===== config.mk =====
export PLATFORM = sky130hd
export DESIGN_NAME = window_sum_2x2
export DESIGN_NICKNAME = d
export VERILOG_FILES = /design/src/rtl/window_sum_2x2.sv
export SDC_FILE = /design/constraint.sdc
export NUM_CORES = 1
export LEC_CHECK = 0
export CAP_MARGIN = 20
export CORE_MARGIN = 3
export CORE_UTILIZATION = 25
export CTS_CLUSTER_DIAMETER = 30
export DETAILED_ROUTE_END_ITERATION = 8
export GPL_TIMING_DRIVEN = 0
export PLACE_DENSITY = 0.42
export SYNTH_ARGS = -nofsm -noshare
export SYNTH_HDL_FRONTEND = slang
export SYNTH_SLANG_ARGS = --single-unit

===== constraint.sdc =====
create_clock -name CLK -period 4.18 [get_ports CLK]
set_clock_uncertainty 0.2 [all_clocks]
set_input_delay 0.836 -clock CLK [delete_from_list [all_inputs] [get_ports CLK]]
set_output_delay 0.836 -clock CLK [all_outputs]
set_load 0.01 [all_outputs]

===== src/rtl/window_sum_2x2.sv =====
// rtl/window_sum_2x2.sv - streaming 2x2 window sum over a row-major raster with one-row line buffer
module window_sum_2x2 #(
  parameter int DATA_W = 16,
  parameter int IMG_W  = 16,
  parameter int IMG_H  = 16,
  parameter int OUT_W  = DATA_W + 2
) (
  input  logic              CLK,
  input  logic              RESET,
  input  logic              data_in_valid,
  input  logic [DATA_W-1:0] data_in_data,
  output logic              data_in_ready,
  output logic              data_out_valid,
  output logic [OUT_W-1:0]  data_out_data,
  input  logic              data_out_ready,
  output logic              frame_done
);

  localparam int XW = (IMG_W > 1) ? $clog2(IMG_W) : 1;
  localparam int YW = (IMG_H > 1) ? $clog2(IMG_H) : 1;

  logic [XW-1:0]     x_q, x_d;
  logic [YW-1:0]     y_q, y_d;
  logic [DATA_W-1:0] left_q, upleft_q;
  logic [DATA_W-1:0] lb [IMG_W];
  logic              out_valid_q, out_valid_d;
  logic [OUT_W-1:0]  out_data_q, out_data_d;
  logic              frame_done_q, frame_done_d;

  logic              accept, emit, last_col, last_row;
  logic [DATA_W-1:0] up;
  logic [OUT_W-1:0]  sum;

  assign data_in_ready  = ~out_valid_q | data_out_ready;
  assign accept         = data_in_valid & data_in_ready;
  assign last_col       = (x_q == XW'(IMG_W - 1));
  assign last_row       = (y_q == YW'(IMG_H - 1));
  assign emit           = (x_q != '0) && (y_q != '0);
  assign up             = lb[x_q];
  assign sum            = OUT_W'(upleft_q) + OUT_W'(up) + OUT_W'(left_q) + OUT_W'(data_in_data);
  assign data_out_valid = out_valid_q;
  assign data_out_data  = out_data_q;
  assign frame_done     = frame_done_q;

  always_comb begin
    x_d          = x_q;
    y_d          = y_q;
    out_valid_d  = out_valid_q;
    out_data_d   = out_data_q;
    frame_done_d = 1'b0;
    if (accept) begin
      if (last_col) begin
        x_d = '0;
        y_d = last_row ? '0 : y_q + YW'(1);
      end else begin
        x_d = x_q + XW'(1);
      end
      frame_done_d = last_col & last_row;
    end
    // A new sum takes priority; otherwise a consumed sum drains while data holds.
    if (accept && emit) begin
      out_valid_d = 1'b1;
      out_data_d  = sum;
    end else if (data_out_ready) begin
      out_valid_d = 1'b0;
    end
  end

  always_ff @(posedge CLK or posedge RESET) begin
    if (RESET) begin
      x_q          <= '0;
      y_q          <= '0;
      left_q       <= '0;
      upleft_q     <= '0;
      out_valid_q  <= 1'b0;
      out_data_q   <= '0;
      frame_done_q <= 1'b0;
    end else begin
      x_q          <= x_d;
      y_q          <= y_d;
      out_valid_q  <= out_valid_d;
      out_data_q   <= out_data_d;
      frame_done_q <= frame_done_d;
      if (accept) begin
        upleft_q <= up;
        left_q   <= data_in_data;
      end
    end
  end

  // Line buffer carries no reset; a pixel presented during RESET is discarded.
  always_ff @(posedge CLK) begin
    if (accept && !RESET) begin
      lb[x_q] <= data_in_data;
    end
  end

endmodule

* Word level (Yosys, flattened, before mapping)
Memories as Yosys holds them, arrays and structs flattened.
Index checks and enable logic that the tools add are counted.
** Storage, ports and cells
- Memory bits (writable) :: 256
- Input bits :: 20
- Bits in registers :: 60
- Memories kept :: 1
- Logic and storage cells :: 34
- Output and inout port bits :: 21
- Bits in read-only memories :: 0
- Latch bits :: 0
** Memories
- lb :: depth 16, width 16, rd ports 1, clocked after Yosys merged registers in 0, write ports 1, RTL line 25 : logic [DATA_W-1:0] lb [IMG_W];
** Cells by class
- Order comparisons :: 0
- Mux-type cells :: 7
- Shift-type cells :: 0
- Add/sub/neg operators :: 5
- $mul :: 0
- Div/mod/pow operators :: 0
- Bitwise gates (word level) :: 4
- Eq/ne operators :: 2
- Reduce and logical (&&, ||, !) cells :: 8
** Operators by type and width (count)
- 17-bit by 16-bit adder with 18-bit output :: 1
- 18-bit by 16-bit adder with 18-bit output :: 1
- 16-bit by 16-bit adder with 17-bit output :: 1
- 4-bit by 1-bit adder with 4-bit output, second input constant :: 2
- 4-bit equality test, second input constant :: 2
- 4-bit 2-to-1 mux :: 2
- 4-bit nonzero test :: 2
- 1-bit 2-to-1 mux :: 5
- 1-bit logical AND :: 3
- 1-bit AND :: 2
- 2-bit AND reduction :: 1
- 2-bit nonzero test :: 1
- 1-bit logical NOT :: 1
- 1-bit NOT :: 1
- 1-bit OR :: 1

* Longest topological paths before layout
Gate-level depths: netlist of run 1.
- Depth after elaboration :: 6
- Mapped depth :: 16
- Mapped depth without buffers :: 12

* Worst setup path after synthesis of run 1
OpenSTA, ideal clock, no wires.
- Path type :: reg-to-reg
- From :: register x_q[0]
- To :: register out_data_q[9], in the netlist data_out_data[9]
- Period minus slack after synthesis :: 4329 ps
- Stages on the path, launching flop included :: 14
- Required time :: 3885 ps
- Arrival time :: 4033 ps
- Setup time :: 95 ps
- Path slack :: -149 ps
- Buffers on the path :: 2
- Cells stage by stage :: dfrtp_1 -> buf_6 -> buf_2 -> mux4_2 -> mux4_2 -> fa_1 -> ha_1 -> fa_1 -> a211oi_1 -> nor2_1 -> o31a_1 -> o21a_1 -> o21a_1 -> o31ai_1
** Between the ends
- Cells in the longest elaborated chain, start to end :: 4
- Elaborated cells on any way between the ends :: 7
- Classes of those cells :: 3 x add/sub; 3 x reduce/logical; 1 x memory
** Ends and longest elaborated chain
- start: declaration :: RTL line 22 : logic [XW-1:0] x_q, x_d;
- start signal: assignment :: RTL line 71 : x_q <= '0;
- start signal: assignment :: RTL line 79 : x_q <= x_d;
- memory read 16 x 16 bit
- named net up[1] :: RTL line 31 : logic [DATA_W-1:0] up;
- 16-bit by 16-bit adder with 17-bit output :: RTL line 40 : assign sum = OUT_W'(upleft_q) + OUT_W'(up) + OUT_W'(left_q) + OUT_W'(data_in_data);
- 17-bit by 16-bit adder with 18-bit output :: RTL line 40
- 18-bit by 16-bit adder with 18-bit output :: RTL line 40
- end signal: assignment :: RTL line 82 : out_data_q <= out_data_d;
- end: declaration :: RTL line 27 : logic [OUT_W-1:0] out_data_q, out_data_d;
The timed path passes the listed nets, and every way through them passes these cells.
A chain may end at the register's enable or synchronous reset.

* Worst setup path in the final report of run 1
- From :: register x_q[0]
- To :: register out_data_q[12], in the netlist data_out_data[12]
Same word-level chain as after synthesis.

==> flow_summary.json, run 1 <==
{
  "worstReg2RegEnd": "data_out_data[12]",
  "ios": 41,
  "first_iter_violations": 488,
  "crit_type": "flop to flop",
  "fp-row-count": 85,
  "async_flop_share_pct": 19.0,
  "drive_above_1_share_pct": 32.5,
  "r2r_setup_slack_ns": -0.14,
  "cts_buffers": 83,
  "cts_tree": "done",
  "rsz0062_at_grt": "true",
  "antenna_found_initial": 0,
  "ys_ff_latch": 316,
  "max_freq_ghz": 0.231,
  "numClockSinks": 316,
  "cp_max_fo": 5,
  "ant_nets": 0,
  "clkLatencyLatePin_ns": 0.61,
  "min_to": "data_out_data[7]",
  "clkTransAtPathRegs_ns": 0.04,
  "yosysWarningCount": 0,
  "syn_inst": 806,
  "grt_max_degree": 47,
  "required_ns": 4.42,
  "finalCritPeriodShare_pct": 103,
  "die_h_um": 240,
  "place_hpwl_um": 23000,
  "reg2reg_depth": 13,
  "start_util_pct": 25.3,
  "vias": 7585,
  "min-delay-start": "data_out_data[7]",
  "maxCapViolCount": 0,
  "die_x_um": 240,
  "start_kind": "flop",
  "grt_pass1_vias": 8330,
  "portBuffers": 40,
  "failed_checks": "setup timing",
  "setup.worst_path.end_class": "flop",
  "drc": 0,
  "htreeDepth": 3,
  "dieArea_mm2": 0.0576,
  "preCtsSetupSlack_ns": -1.01,
  "synth_top_cell_area_share_pct": 56.2,
  "worst_slack_ns": -0.143,
  "nets": 1055,
  "hp-class": "flop to flop",
  "min_period_ns": 4.32,
  "setup_viol": 9,
  "area_delta_synth_final_pct": 37.7,
  "holdPathStages": 2,
  "synth_area_leader_cell": "edfxtp_1",
  "max-slew-margin-rel_pct": 43.1,
  "r2r-start": "x_q[0]",
  "clock_path_buffers": 3,
  "netlist_area_mm2": 0.0137,
  "status": "finished with violations",
  "grt_usage_pct": 12.8,
  "worst_pin_slew_ns": 0.852,
  "maxSlewViolCount": 0,
  "avgSynthCellArea_um2": 17.0,
  "yosysSeqAreaShare_pct": 67.1,
  "avgRoutedWirePerCell_um": 20.4,
  "synth_nets": 881,
  "grt_pass1_wl_um": 53800,
  "gp_congestion": 0.726,
  "firstDrtPassIters": 4,
  "ys.flop_type": "edfxtp_1",
  "yosysUniqueCellTypes": 47,
  "finalHoldViolations": 0,
  "synth_area_leaders": "edfxtp_1, mux4_2, dfrtp_1, fa_1, inv_1",
  "synth_edf_count": 256,
  "drt_wl_total_um": 35600,
  "core_mm2": 0.0540,
  "viasPerCell": 4.35,
  "worst_ep_arrival_time_ns": 4.56,
  "overflow": 0,
  "final_util_pct": 34.9,
  "cts_root_buf": "clkbuf_16"
}
## layer usage
layer	GRT usage [%]	wire, um
met1	17.3	16200
met2	19.9	16500
met3	3.43	1930
met4	4.81	986
met5	0	0
## cells by family after synthesis
kind of cell    share of synthesized area, %
xor+xnor                               0.832
flops                                   67.1
simple gates                            3.52
compound gates                          4.20
fa+ha+maj                               6.78
mux                                     13.5
buf+inv                                 4.03
## worst max path at each step
| stage | end | start | depth (start not counted) |
|---|---|---|---|
| 6_report | data_out_data[12] | x_q[0] | 13 |
| 5_1_grt | data_out_data[12] | x_q[0] | 15 |
| 4_1_cts | data_out_data[10] | x_q[0] | 16 |
| 3_5_place_dp | data_out_data[12] | data_in_data[2] | 12 |
| 3_3_place_gp | lb[1][6] | RESET | 4 |
| 2_1_floorplan | data_out_data[9] | x_q[0] | 13 |
## Yosys cell counts, types with 2 or more instances
cell type	instances
o21a_1	5
nor3_1	2
and4_1	2
ha_1	23
mux2_1	4
nor2_1	26
dfrtp_1	60
buf_12	3
a211o_1	3
a21o_1	8
fa_1	32
and3_1	3
and2_1	2
nand2_1	70
a31oi_1	4
xnor2_1	5
nand2b_1	2
or3_1	2
a21oi_1	12
buf_1	6
o41ai_1	2
o21ai_1	47
nand3_1	5
clkbuf_1	14
o31ai_1	3
a211oi_1	2
mux4_2	79
xor2_1	8
inv_1	93
buf_2	6
o21ai_0	2
edfxtp_1	256
## final cells by class
class                   count  area (um2)
multi-input cells         364        4300
repair buffers             90        1050
fillers                  5147       35200
clock buffers             102        2210
diodes                      1        2.50
well taps                 696         871
inverters                  94         355
flip-flops and latches    316        9190
plain buffers              31         284
clock inverters            48         582
## cell usage in the layout (no fill, tap or decap), types with 13 or more instances in the layout
| cell | n |
|---|---|
| edfxtp_1 | 256 |
| clkbuf_16 | 84 |
| inv_1 | 82 |
| mux4_2 | 79 |
| nand2_1 | 70 |
| dfrtp_1 | 60 |
| o21ai_1 | 46 |
| buf_4 | 33 |
| clkdlybuf4s50_1 | 33 |
| fa_1 | 31 |
| clkbuf_1 | 23 |
| clkinv_2 | 18 |
| nor2_2 | 15 |
| ha_1 | 13 |
## timing repair
action	CTS	global route
gates resized for setup	65	28
hold buffers	0	0
setup endpoints to repair	15	11
setup buffers	23	13
pin swaps	20	16
## through the flow
stage	cells	TNS (ns)	cell area, um2	hold slack (ns)
after global placement	1542	-532.79	15000	0.266
after detailed placement	1556	-10.68	15400	0.266
final	1742	-0.739	18900	0.271
after floorplan	806	0	13700	0.275
after CTS	1728	-0.878	18600	0.278
after global routing	1741	-2.15	18800	0.308
## critical path: stages (launching register included)
cell      delay (ns)
dfrtp_1         0.39
buf_6           0.16
buf_12          0.14
buf_12          0.12
mux4_2          0.50
mux4_2          0.58
fa_1            0.62
ha_4            0.23
or3_1           0.35
a21oi_1         0.20
a21oi_2         0.08
a311oi_2        0.31
xor2_1          0.21
o21ai_1         0.08
## registers in the layout, summed over array words and instances (netlist names)
register,count
y_q,4
left_q,16
data_out_data,18
upleft_q,16
x_q,4
frame_done,1
lb,256
data_out_valid,1
Power of run 1 is not shown: default switching activity piles up to over one toggle a cycle in this logic, so the estimate is an artifact.
==> inputs of run 2 (changes only) <==
- TNS_END_PERCENT: default -> 10
==> flow_summary.json, run 2 (same netlist as run 1, synthesis figures left out) <==
{
  "status": "finished with violations",
  "failed_checks": "setup timing",
  "viasPerCell": 4.38,
  "drc": 0,
  "gp_congestion": 0.726,
  "largest_reg_flops": 256,
  "max-slew-margin-rel_pct": 42.2,
  "worst_ep_arrival_time_ns": 4.62,
  "portBuffers": 40,
  "placed_area_mm2": 0.0154,
  "rsz0062_at_grt": "true",
  "setup_viol": 11,
  "mostFrequentLayoutCells": "edfxtp_1, inv_1, clkbuf_16",
  "ios": 41,
  "cp_cell_sequence": "buf_6 > buf_12 > mux4_2 > mux4_2 > fa_1 > ha_4 > fa_2 > a211oi_2 > nor2_2 > o31a_1 > o21a_1 > o21a_1 > o31ai_2",
  "first_iter_violations": 427,
  "fillCellCount": 5161,
  "crit_type": "flop to flop",
  "clock_path_buffers": 3,
  "required_ns": 4.46,
  "r2r-start": "x_q[0]",
  "hp-class": "flop to flop",
  "finalCritPeriodShare_pct": 104,
  "area_delta_synth_final_pct": 36.5,
  "clkTransAtPathRegs_ns": 0.04,
  "cts_tree": "done",
  "clkLatencyLatePin_ns": 0.61,
  "place_hpwl_um": 23000,
  "min_period_ns": 4.34,
  "maxCapViolCount": 0,
  "path_buf_inv": 2,
  "grt_pass1_wl_um": 53700,
  "max_freq_ghz": 0.230,
  "top_register": "lb",
  "grt_usage_pct": 12.8,
  "min-delay-start": "data_out_data[7]",
  "cts_root_buf": "clkbuf_16",
  "final_area_mm2": 0.0187,
  "grt_pass1_vias": 8289,
  "drt_wl_total_um": 35500,
  "vias": 7582,
  "crit_family": "adder cells",
  "overflow": 0,
  "slowest_delay_ns": 0.55,
  "maxSlewViolCount": 0,
  "numClockSinks": 316,
  "fin_setup_tns_ns": -0.904,
  "firstDrtPassIters": 5,
  "cts_buffers": 83,
  "cp_max_fo": 5,
  "critPathSlowestCell": "mux4_2",
  "holdPathStages": 2,
  "antenna_found_initial": 0,
  "avgRoutedWirePerCell_um": 20.5,
  "setup.worst_path.end_class": "flop",
  "core_mm2": 0.0540,
  "grt_max_degree": 47,
  "worst_pin_slew_ns": 0.867,
  "worst_slack_ns": -0.159,
  "min_to": "data_out_data[7]",
  "r2r_setup_slack_ns": -0.16,
  "dieArea_mm2": 0.0576,
  "die_x_um": 240,
  "reg2reg_depth": 13,
  "die_h_um": 240,
  "finalHoldViolations": 0,
  "start_util_pct": 25.3,
  "start_kind": "flop",
  "final_common_cell": "edfxtp_1",
  "ant_nets": 0,
  "nets": 1043,
  "drive_above_1_share_pct": 30.8,
  "worstReg2RegEnd": "data_out_data[9]",
  "fp-row-count": 85,
  "htreeDepth": 3
}
==> run 2: cell types whose count changed in the layout (fill, tap and decap cells not counted), moves of 2 or more <==
cell | previous run | this run
inv_1 | 82 | 84
ha_2 | 0 | 2
inv_2 | 11 | 9
ha_4 | 10 | 8
buf_4 | 33 | 21
==> run 2: layout make-up <==
class                   count  area (um2)  area share (%)
well taps                 696         871            4.66
plain buffers              31         284            1.52
repair buffers             78         966            5.17
clock inverters            48         582            3.11
clock buffers             102        2210            11.8
multi-input cells         364        4230            22.6
flip-flops and latches    316        9190            49.2
diodes                      2        5.00          0.0268
inverters                  94         355            1.90
==> run 2: what timing repair did <==
| action | CTS | global route |
|---|---|---|
| endpoints found under the setup margin | 15 | 11 |
| resized for setup | 63 | 18 |
| buffers inserted | 22 | 2 |
| hold buffers | 0 | 0 |
| pin swaps | 20 | 9 |
| gates cloned | 0 | 0 |
==> run 2: worst max path at each step <==
stage	slack, ns	end	start	depth (start not counted)
floorplan	0.05	data_out_data[9]	x_q[0]	13
global placement	-2.27	lb[1][6]	RESET	4
detailed placement	-1.01	data_out_data[12]	data_in_data[2]	12
CTS	-0.13	data_out_data[10]	x_q[0]	16
global route	-0.30	data_out_data[12]	x_q[0]	15
finish	-0.16	data_out_data[9]	x_q[0]	13
==> run 2: metrics by stage <==
stage	utilization [%]	cells	setup WS (ns)	hold slack, ns
2_1_floorplan	-	806	0.0503	0.275
3_3_place_gp	27.7	1542	-2.27	0.266
3_5_place_dp	28.4	1556	-1.01	0.266
4_1_cts	34.4	1727	-0.129	0.278
5_1_grt	34.6	1729	-0.301	0.308
6_report	34.6	1731	-0.159	0.271
==> run 2: worst reg2reg max path, stage by stage, from the launching register on <==
cell,delay [ns]
dfrtp_1,0.39
buf_6,0.16
buf_12,0.14
mux4_2,0.50
mux4_2,0.55
fa_1,0.50
ha_4,0.20
fa_2,0.40
a211oi_2,0.24
nor2_2,0.10
o31a_1,0.27
o21a_1,0.19
o21a_1,0.18
o31ai_2,0.20
==> run 2: layer usage <==
layer / global-route usage, % / vias up / part of all wire, %
li1: - / 3373 / -
met3: 3.43 / 79 / 4.9
met1: 17.3 / 3929 / 46
met5: 0 / - / 0
met4: 4.70 / 0 / 2.8
met2: 19.9 / 201 / 46
Power of run 2 is left out for the same reason.
